**config.mk**
```make
export PLATFORM = sky130hd
export DESIGN_NAME = wall_collide_flat
export DESIGN_NICKNAME = d
export VERILOG_FILES = /design/src/rtl/wall_collide_if.sv /design/src/rtl/wall_collide.sv /design/src/flat_wrapper.sv
export SDC_FILE = /design/constraint.sdc
export NUM_CORES = 1
export LEC_CHECK = 0
export CAP_MARGIN = 25
export CELL_PAD_IN_SITES_DETAIL_PLACEMENT = 1
export CELL_PAD_IN_SITES_GLOBAL_PLACEMENT = 1
export CORE_ASPECT_RATIO = 1.1
export CORE_MARGIN = 2
export CORE_UTILIZATION = 46
export DETAILED_ROUTE_END_ITERATION = 10
export PLACE_DENSITY_LB_ADDON = 0.1
export SLEW_MARGIN = 10
export SYNTH_ARGS = -nofsm -noshare
export SYNTH_HDL_FRONTEND = slang
export SYNTH_SLANG_ARGS = --single-unit
export TNS_END_PERCENT = 100
```
**constraint.sdc**
```tcl
create_clock -name Clk -period 8.2 [get_ports Clk]
set_clock_uncertainty 0.05 [all_clocks]
set_input_delay 1.23 -clock Clk [delete_from_list [all_inputs] [get_ports Clk]]
set_output_delay 1.23 -clock Clk [all_outputs]
set_load 0.02 [all_outputs]
```
**src/rtl/wall_collide_if.sv**
```systemverilog
// Bundles the player/step/wall inputs and the collision results of
// wall_collide.
//   slave  : the collision checker (takes geometry, drives results)
//   master : the player/wall logic (drives geometry, takes results)
// Signals:
//   Player_X/Y, Player_Size : player centre and half-extent (unsigned)
//   Step_X/Y                : proposed motion this frame (two's complement)
//   X1..X4, Y1..Y4          : wall top-left corners
//   block_x/block_y         : proposed X/Y move collides with some wall
//   hit_wall                : bit i-1 set when wall i caused a block
//   busy/done/overrun       : check status, result strobe, sticky late tick
interface wall_collide_if;
  logic [9:0] Player_X, Player_Y, Player_Size;
  logic [9:0] Step_X, Step_Y;
  logic [9:0] X1, X2, X3, X4, Y1, Y2, Y3, Y4;
  logic       block_x, block_y;
  logic [3:0] hit_wall;
  logic       busy, done, overrun;

  modport slave (
    input  Player_X, Player_Y, Player_Size, Step_X, Step_Y,
           X1, X2, X3, X4, Y1, Y2, Y3, Y4,
    output block_x, block_y, hit_wall, busy, done, overrun
  );

  modport master (
    output Player_X, Player_Y, Player_Size, Step_X, Step_Y,
           X1, X2, X3, X4, Y1, Y2, Y3, Y4,
    input  block_x, block_y, hit_wall, busy, done, overrun
  );
endinterface

```
**src/rtl/wall_collide.sv**
```systemverilog
// Per-frame player/wall collision checker.
// On each rising edge of frame_clk (sampled in the Clk domain) it latches the
// player, step and wall geometry, then checks one wall per cycle for four
// cycles, and finally publishes block_x/block_y/hit_wall with a one-cycle
// done pulse (5 Clk edges after the tick-detect edge).
// Ports:
//   Clk       : system clock
//   Reset     : synchronous, active-high
//   frame_clk : slow frame tick, edge-detected against prev_fc
//   bus       : wall_collide_if.slave (geometry in, results/status out)
module wall_collide #(
  parameter logic [9:0] Hor_Width   = 10'd64,
  parameter logic [9:0] Hor_Height  = 10'd32,
  parameter logic [9:0] Vert_Width  = 10'd32,
  parameter logic [9:0] Vert_Height = 10'd64
) (
  input  logic          Clk,
  input  logic          Reset,
  input  logic          frame_clk,
  wall_collide_if.slave bus
);

  localparam logic [1:0] IDLE  = 2'd0;
  localparam logic [1:0] CHECK = 2'd1;
  localparam logic [1:0] DONE  = 2'd2;

  typedef struct packed {
    logic [9:0]      px, py, ps;
    logic [9:0]      sx, sy;
    logic [3:0][9:0] wx, wy;
  } req_t;

  logic [1:0] state;
  logic [1:0] idx;
  logic       prev_fc;
  req_t       req;
  logic       acc_x, acc_y;
  logic [3:0] acc_hit;

  wire tick = frame_clk & ~prev_fc;

  // Everything widened to 12-bit signed so box edges that go below zero stay
  // negative instead of aliasing to large coordinates.
  logic signed [11:0] px, py, ps, cx, cy;
  logic signed [11:0] wxl, wxh, wyl, wyh;
  logic               hit_x, hit_y;

  function automatic logic overlap(input logic signed [11:0] a_lo, a_hi,
                                   input logic signed [11:0] b_lo, b_hi);
    return (a_lo <= b_hi) && (a_hi >= b_lo);
  endfunction

  always_comb begin
    px  = {2'b00, req.px};
    py  = {2'b00, req.py};
    ps  = {2'b00, req.ps};
    cx  = px + {{2{req.sx[9]}}, req.sx};
    cy  = py + {{2{req.sy[9]}}, req.sy};
    wxl = {2'b00, req.wx[idx]};
    wyl = {2'b00, req.wy[idx]};
    // Walls 1 and 3 (idx 0,2) are horizontal, 2 and 4 (idx 1,3) vertical.
    wxh = wxl + {2'b00, (idx[0] ? Vert_Width  : Hor_Width)};
    wyh = wyl + {2'b00, (idx[0] ? Vert_Height : Hor_Height)};
    hit_x = overlap(cx - ps, cx + ps, wxl, wxh) &&
            overlap(py - ps, py + ps, wyl, wyh);
    hit_y = overlap(px - ps, px + ps, wxl, wxh) &&
            overlap(cy - ps, cy + ps, wyl, wyh);
  end

  always_ff @(posedge Clk) begin
    if (Reset) begin
      state        <= IDLE;
      idx          <= 2'd0;
      prev_fc      <= 1'b1;  // frame_clk high at release is not a tick
      req          <= '0;
      acc_x        <= 1'b0;
      acc_y        <= 1'b0;
      acc_hit      <= 4'd0;
      bus.block_x  <= 1'b0;
      bus.block_y  <= 1'b0;
      bus.hit_wall <= 4'd0;
      bus.busy     <= 1'b0;
      bus.done     <= 1'b0;
      bus.overrun  <= 1'b0;
    end else begin
      prev_fc  <= frame_clk;
      bus.done <= 1'b0;
      if (tick && state != IDLE) bus.overrun <= 1'b1;
      case (state)
        IDLE: if (tick) begin
          req.px  <= bus.Player_X;
          req.py  <= bus.Player_Y;
          req.ps  <= bus.Player_Size;
          req.sx  <= bus.Step_X;
          req.sy  <= bus.Step_Y;
          req.wx  <= {bus.X4, bus.X3, bus.X2, bus.X1};
          req.wy  <= {bus.Y4, bus.Y3, bus.Y2, bus.Y1};
          acc_x   <= 1'b0;
          acc_y   <= 1'b0;
          acc_hit <= 4'd0;
          idx     <= 2'd0;
          bus.busy <= 1'b1;
          state   <= CHECK;
        end
        CHECK: begin
          if (hit_x) acc_x <= 1'b1;
          if (hit_y) acc_y <= 1'b1;
          if (hit_x || hit_y) acc_hit[idx] <= 1'b1;
          idx <= idx + 2'd1;
          if (idx == 2'd3) state <= DONE;
        end
        DONE: begin
          bus.block_x  <= acc_x;
          bus.block_y  <= acc_y;
          bus.hit_wall <= acc_hit;
          bus.done     <= 1'b1;
          bus.busy     <= 1'b0;
          state        <= IDLE;
        end
        default: state <= IDLE;
      endcase
    end
  end

endmodule

```
**src/flat_wrapper.sv**
```systemverilog
// flat-port wrapper written by rule: the top's interface ports become plain ports
module wall_collide_flat 
#(
  parameter logic [9:0] Hor_Width   = 10'd64,
  parameter logic [9:0] Hor_Height  = 10'd32,
  parameter logic [9:0] Vert_Width  = 10'd32,
  parameter logic [9:0] Vert_Height = 10'd64
)
  (Clk, Reset, frame_clk, bus_Player_X, bus_Player_Y, bus_Player_Size, bus_Step_X, bus_Step_Y, bus_X1, bus_X2, bus_X3, bus_X4, bus_Y1, bus_Y2, bus_Y3, bus_Y4, bus_block_x, bus_block_y, bus_hit_wall, bus_busy, bus_done, bus_overrun);
  wall_collide_if bus_i ();
  input  logic Clk;
  input  logic Reset;
  input  logic frame_clk;
  input wire logic [$bits(bus_i.Player_X)-1:0] bus_Player_X;
  input wire logic [$bits(bus_i.Player_Y)-1:0] bus_Player_Y;
  input wire logic [$bits(bus_i.Player_Size)-1:0] bus_Player_Size;
  input wire logic [$bits(bus_i.Step_X)-1:0] bus_Step_X;
  input wire logic [$bits(bus_i.Step_Y)-1:0] bus_Step_Y;
  input wire logic [$bits(bus_i.X1)-1:0] bus_X1;
  input wire logic [$bits(bus_i.X2)-1:0] bus_X2;
  input wire logic [$bits(bus_i.X3)-1:0] bus_X3;
  input wire logic [$bits(bus_i.X4)-1:0] bus_X4;
  input wire logic [$bits(bus_i.Y1)-1:0] bus_Y1;
  input wire logic [$bits(bus_i.Y2)-1:0] bus_Y2;
  input wire logic [$bits(bus_i.Y3)-1:0] bus_Y3;
  input wire logic [$bits(bus_i.Y4)-1:0] bus_Y4;
  output wire logic [$bits(bus_i.block_x)-1:0] bus_block_x;
  output wire logic [$bits(bus_i.block_y)-1:0] bus_block_y;
  output wire logic [$bits(bus_i.hit_wall)-1:0] bus_hit_wall;
  output wire logic [$bits(bus_i.busy)-1:0] bus_busy;
  output wire logic [$bits(bus_i.done)-1:0] bus_done;
  output wire logic [$bits(bus_i.overrun)-1:0] bus_overrun;
  assign bus_i.Player_X = bus_Player_X;
  assign bus_i.Player_Y = bus_Player_Y;
  assign bus_i.Player_Size = bus_Player_Size;
  assign bus_i.Step_X = bus_Step_X;
  assign bus_i.Step_Y = bus_Step_Y;
  assign bus_i.X1 = bus_X1;
  assign bus_i.X2 = bus_X2;
  assign bus_i.X3 = bus_X3;
  assign bus_i.X4 = bus_X4;
  assign bus_i.Y1 = bus_Y1;
  assign bus_i.Y2 = bus_Y2;
  assign bus_i.Y3 = bus_Y3;
  assign bus_i.Y4 = bus_Y4;
  assign bus_block_x = bus_i.block_x;
  assign bus_block_y = bus_i.block_y;
  assign bus_hit_wall = bus_i.hit_wall;
  assign bus_busy = bus_i.busy;
  assign bus_done = bus_i.done;
  assign bus_overrun = bus_i.overrun;
  wall_collide #(.Hor_Width(Hor_Width), .Hor_Height(Hor_Height), .Vert_Width(Vert_Width), .Vert_Height(Vert_Height)) u_core (.Clk(Clk), .Reset(Reset), .frame_clk(frame_clk), .bus(bus_i));
endmodule
```
After elaboration in Yosys (flattened, before gate mapping)
Cells that the tools add are included.
{"block": "word_totals", "register_bits": 150, "latch_bits": 0, "ram_bits": 0, "romBits": 0, "output_inout_bits": 9, "word_cells": 103, "mem_count": 0}
{"block": "op_classes", "n_addsub": 13, "mul": 0, "div": 0, "n_lt_le_gt_ge": 10, "eq_ne": 8, "shifts": 0, "muxes": 24, "bitwise_logic": 3, "reduce_logical": 20}
{"cell": "$ge A12 B11 Y1", "count": 4}
{"cell": "$le A12 B12 Y1", "count": 4}
{"cell": "$add A10 B10 Y11", "count": 4}
{"cell": "$bmux W10 S2", "count": 2}
{"cell": "$add A11 B10 Y12", "count": 2}
{"cell": "$add A12 B11 Y12", "count": 2}
{"cell": "$sub A12 B11 Y12", "count": 2}
{"cell": "$sub A10 B10 Y11", "count": 2}
{"cell": "$mux W10", "count": 2}
{"cell": "$mux W7", "count": 2}
{"cell": "$ne A2 B1 Y1 const B", "count": 5}
{"cell": "$reduce_and A3 Y1", "count": 3}
{"cell": "$logic_and A1 B1 Y1", "count": 8}
{"cell": "$mux W4", "count": 2}
{"cell": "$pmux W2 S2", "count": 2}
{"cell": "$pmux W4 S2", "count": 1}
{"cell": "$reduce_and A2 Y1", "count": 4}
{"cell": "$mux W1", "count": 6}
{"cell": "$mux W2", "count": 3}
{"cell": "$pmux W1 S2", "count": 3}
{"cell": "$reduce_bool A2 Y1", "count": 3}
{"cell": "$eq A2 B2 Y1 const B", "count": 2}
{"cell": "$or A4 B4 Y4", "count": 1}
{"cell": "$lt A2 B3 Y1 const B", "count": 1}
{"cell": "8 further kinds", "count": 8}

Depth between registers and ports, before layout
{"block": "logic_depth", "ltp_word": 9, "depth_mapped": 25, "mapped_depth_nobuf": 24}

Least setup slack after synthesis
OpenSTA, ideal clock, no wires.
{"block": "synth_timing", "path_type": "reg-to-reg", "start": "register, netlist name u_core.px[1]", "end": "register u_core.acc_hit[0]", "arrival_ps": 4107, "required_ps": 8033, "path_slack_ps": 3926, "path_stages_with_launch": 23, "n_path_buf": 1, "synth_period_minus_slack_ps": 4274, "cell_sequence": "dfxtp_1 > inv_1 > fa_1 > nor2b_1 > o21a_1 > nor2_1 > xnor2_1 > ha_1 > clkbuf_1 > o21ai_0 > a21oi_1 > o21ai_0 > a21oi_1 > nor2_1 > xnor2_1 > ha_1 > nand3_1 > a221oi_1 > o21ai_0 > o311ai_0 > nand3_1 > a32oi_1 > nand2_1"}
{"block": "synth_via", "elab_chain_len": 8, "word_cells_on_any_way": 16, "classes_between": "add/sub: 5; order compare: 4; eq/ne: 1; reduce/logical: 6"}
{"item": "$add A11 B10 Y12", "line_no": "wall_collide.sv:57", "source": "cx = px + {{2{req.sx[9]}}, req.sx};"}
{"item": "$sub A12 B11 Y12 / $add A12 B11 Y12 (equally long branches)", "line_no": "wall_collide.sv:64", "source": "hit_x = overlap(cx - ps, cx + ps, wxl, wxh) &&"}
{"item": "$le A12 B12 Y1 / $ge A12 B11 Y1 (equally long branches)", "line_no": "wall_collide.sv:50", "source": "return (a_lo <= b_hi) && (a_hi >= b_lo);"}
{"item": "$logic_and A1 B1 Y1", "line_no": "wall_collide.sv:50"}
{"item": "$logic_and A1 B1 Y1", "line_no": "wall_collide.sv:64"}
{"item": "$logic_or A1 B1 Y1 *", "line_no": "wall_collide.sv:108", "source": "if (hit_x || hit_y) acc_hit[idx] <= 1'b1;"}
{"item": "$ne A2 B1 Y1 (no source line) *"}
{"item": "$reduce_and A3 Y1 (no source line) *"}
{"item": "end signal: assignment", "line_no": "wall_collide.sv:78", "source": "acc_hit <= 4'd0;"}
{"item": "end signal: assignment", "line_no": "wall_collide.sv:100", "source": "acc_hit <= 4'd0;"}
{"item": "end signal: indexed assignment", "line_no": "wall_collide.sv:108"}
{"item": "end: declaration", "line_no": "wall_collide.sv:38", "source": "logic [3:0] acc_hit;"}
Every way passes the cells marked *; elsewhere a longest branch is shown, timed or not.
A chain may end at the register's enable or synchronous reset.

Worst setup path after layout
{"block": "layout_timing", "start": "register, netlist name u_core.px[1]", "end": "register u_core.acc_hit[3]"}
{"block": "layout_via", "elab_chain_len": 8, "word_cells_on_any_way": 16, "classes_between": "add/sub: 5; order compare: 4; eq/ne: 1; reduce/logical: 6"}
{"item": "$add A11 B10 Y12", "line_no": "wall_collide.sv:57"}
{"item": "$sub A12 B11 Y12 / $add A12 B11 Y12 (equally long branches)", "line_no": "wall_collide.sv:64"}
{"item": "$le A12 B12 Y1 / $ge A12 B11 Y1 (equally long branches)", "line_no": "wall_collide.sv:50"}
{"item": "$logic_and A1 B1 Y1", "line_no": "wall_collide.sv:50"}
{"item": "$logic_and A1 B1 Y1", "line_no": "wall_collide.sv:64"}
{"item": "$logic_or A1 B1 Y1 *", "line_no": "wall_collide.sv:108"}
{"item": "$ne A2 B1 Y1 (no source line) *"}
{"item": "$reduce_and A3 Y1 (no source line) *"}
Marked as above.

==> results.json <==
{
  "status": "finished, final reports clean",
  "min_period_over_period_pct": 63.5,
  "antenna-diode-count": 0,
  "hpwl_um": 30500,
  "hold_slack_ps": 404,
  "drt_pass1_iterations": 5,
  "antenna_found_initial": 3,
  "syn_area_sq_um": 12100,
  "setup_violations": 0,
  "synth_compound_area_share_pct": 19.4,
  "viasPerCell": 5.62,
  "rows": 62,
  "ys_types": 69,
  "die_y_um": 174,
  "peakVddDrop_mv": 0.141,
  "h-tree-depth": 4,
  "ys_async_sr_fraction_pct": 0,
  "numCtsBuffers": 17,
  "fp.dieW_um": 158,
  "synthAdderAreaFrac_pct": 21.9,
  "core-area_sq_um": 25900,
  "ys_top_cells_by_area": "dfxtp_1 25%, ha_1 20%, nand2_1 9.1%, a21oi_1 8.0%, mux4_2 3.7%",
  "synth_top_area_cell": "dfxtp_1",
  "synthCells": 1522,
  "drc": 0,
  "finalHoldViolations": 0,
  "crit_path_max_fanout": 9,
  "tritoncts": "yes",
  "fmax_ghz": 0.192,
  "fin_crit_ps": 5210,
  "drt_first_iter_violations": 513,
  "grt_max_degree": 96,
  "ys_seq_area_share_pct": 24.9,
  "cts_resized": 0,
  "placed_area_sq_um": 13800,
  "final_nets": 1969,
  "vias": 11200,
  "io_buffers": 141,
  "synth_edf_count": 0,
  "startpoint": "u_core.px[1]",
  "clk_latency_ps": 440,
  "place_congestion": 0.908,
  "min_from": "u_core.req[24]",
  "cellPowerDensity_nw_per_um2": 161,
  "grt_pass1_vias": 11700,
  "cp.arrival_ps": 5490,
  "clkSlewWorstSetupHoldPaths_ps": 70,
  "leakagePower_nw": 5.83,
  "wire_per_inst_um": 19.2,
  "worstPathRequired_ps": 8480,
  "min_path_type": "reg -> reg",
  "finalSetupTns_ps": 0,
  "postLayoutCellArea_sq_um": 14400,
  "ys.flop_type": "dfxtp_1",
  "post-cts-setup-buffers": 0,
  "die_area_sq_um": 27500,
  "area_delta_synth_final_pct": 19.1,
  "yosysTopAreaCellShare_pct": 24.9,
  "cts_hold_buffers": 0,
  "track_usage_pct": 28.7,
  "tightest_slew_ps": 1020,
  "drive_gt1_share_pct": 4.80,
  "io_pins": 142,
  "max_cap_violations": 0,
  "overflow": 0,
  "relSlewSlack_pct": 31.8,
  "clock_sinks": 150,
  "postRouteAntennaNets": 0,
  "synth_mux_area_share_pct": 4.40,
  "grt_pass1_wl_um": 61400,
  "syn_nets": 1859,
  "rsz0062_at_grt": "no",
  "endpoint_kind": "flop",
  "routed_wirelength_um": 38400,
  "initial_utilization_pct": 46.5,
  "synth-simple-area-share_pct": 19.1,
  "ys.warnings.count": 0,
  "cts-root-buf": "clkbuf_16",
  "synth-seq-cells": 150,
  "reg2reg_from": "u_core.px[1]",
  "critPathLaunchType": "flop",
  "synth_top_family_by_area": "adder cells",
  "cts_buffer_depth": 2,
  "slew_viol_final": 0,
  "avgSynthCellArea_sq_um": 7.92,
  "worst-setup-path-type": "reg -> reg",
  "synthXorXnorAreaFrac_pct": 5.38
}
-- placed cells by master, fill, tap and decap left out, types with 15 or more instances in the layout --
| master | instances |
|---|---|
| o21a_1 | 15 |
| nor3_1 | 22 |
| nand2_1 | 293 |
| ha_1 | 192 |
| a21o_1 | 18 |
| mux4_2 | 20 |
| inv_1 | 100 |
| dfxtp_1 | 149 |
| nor2_1 | 116 |
| o21ai_0 | 44 |
| clkdlybuf4s50_1 | 140 |
| clkbuf_16 | 17 |
| nor2b_1 | 23 |
| xor2_1 | 26 |
| a21oi_1 | 193 |
| xnor2_1 | 48 |
| o21bai_1 | 15 |
| nand2b_1 | 17 |
-- area by class of cell --
class	instances	area [sq um]
well taps	352	440
clock inverters	14	164
flip-flops and latches	150	3000
fillers	3192	11600
multi-input cells	1215	8470
repair buffers	148	1460
inverters	100	375
clock buffers	18	439
-- report_power, final --
group | leakage [nW] | total (mW) | internal [mW] | switching [mW]
Clock | 0.292 | 0.820 | 0.465 | 0.355
Combinational | 4.32 | 0.714 | 0.318 | 0.396
Sequential | 1.22 | 0.774 | 0.752 | 0.0220
-- worst max-delay path, stage by stage, from the launching register on --
cell	delay, ps
dfxtp_1	500
inv_1	110
fa_1	470
nor2b_1	210
o21a_1	140
nor2_1	40
xnor2_1	260
ha_1	400
o311ai_0	770
o21ai_0	300
xnor2_1	180
ha_1	230
a2111oi_0	360
o21ai_0	290
o2111ai_1	190
a31oi_1	250
a32oi_1	270
nand2_1	80
-- kinds of logic (layout without fill, tap and decap cells) --
| logic type | Yosys count | after routing |
|---|---|---|
| muxes | 28 | 28 |
| DFF | 150 | 150 |
| adders and majority gates | 204 | 204 |
| AOI/OAI and AO/OA | 377 | 377 |
| xor gates and xnor gates | 74 | 74 |
| and+or+nand+nor | 532 | 532 |
| buffers and inverters | 157 | 280 |
-- sequential cells by signal (all words and copies together), names as in the netlist, 2 cells and up --
signal               cells
u_core.acc_hit           4
u_core.bus.hit_wall      4
u_core.idx               2
u_core.ps               10
u_core.px               10
u_core.py               10
u_core.req             100
u_core.state             2
-- through the flow --
stage	cells	utilization, %	power (mW)	worst slack, ps
global placement	1965	53.1	1.46	3310
CTS	1997	55.4	2.31	3070
finish	1997	55.4	2.31	2990
global route	1997	55.4	2.43	2500
detailed placement	1965	53.1	1.49	3150
floorplan	1522	-	1.26	3930
-- layer usage --
| metal | part of all wire [%] | routed length (um) | global-route usage (%) | vias up |
|---|---|---|---|---|
| met2 | 47 | 18200 | 47.7 | 232 |
| met1 | 46 | 17800 | 38.4 | 5435 |
| met3 | 4.6 | 1760 | 4.68 | 50 |
| met5 | 0.029 | 11 | 0 | - |
| li1 | - | - | - | 5496 |
| met4 | 1.9 | 740 | 7.88 | 2 |
-- synthesized netlist by cell type (all sizes together), types with 12 or more instances --
library cell / number
o21bai: 15
nor2: 118
dfxtp: 150
nor3: 22
a21o: 18
fa: 12
ha: 192
a21oi: 193
nand3: 14
inv: 100
nand2: 293
nor2b: 24
clkbuf: 53
a211oi: 12
o21ai: 47
nand2b: 17
mux4: 20
xnor2: 48
xor2: 26
o21a: 16
-- worst paths after layout --
check	to	slack, ps	cells after the start
max reg2reg	u_core.acc_hit[3]	2990	17
max	u_core.acc_hit[3]	2990	17
min reg2reg	u_core.req[24]	400	2
min	u_core.req[24]	400	2
Power figures use the tool's default switching activity.
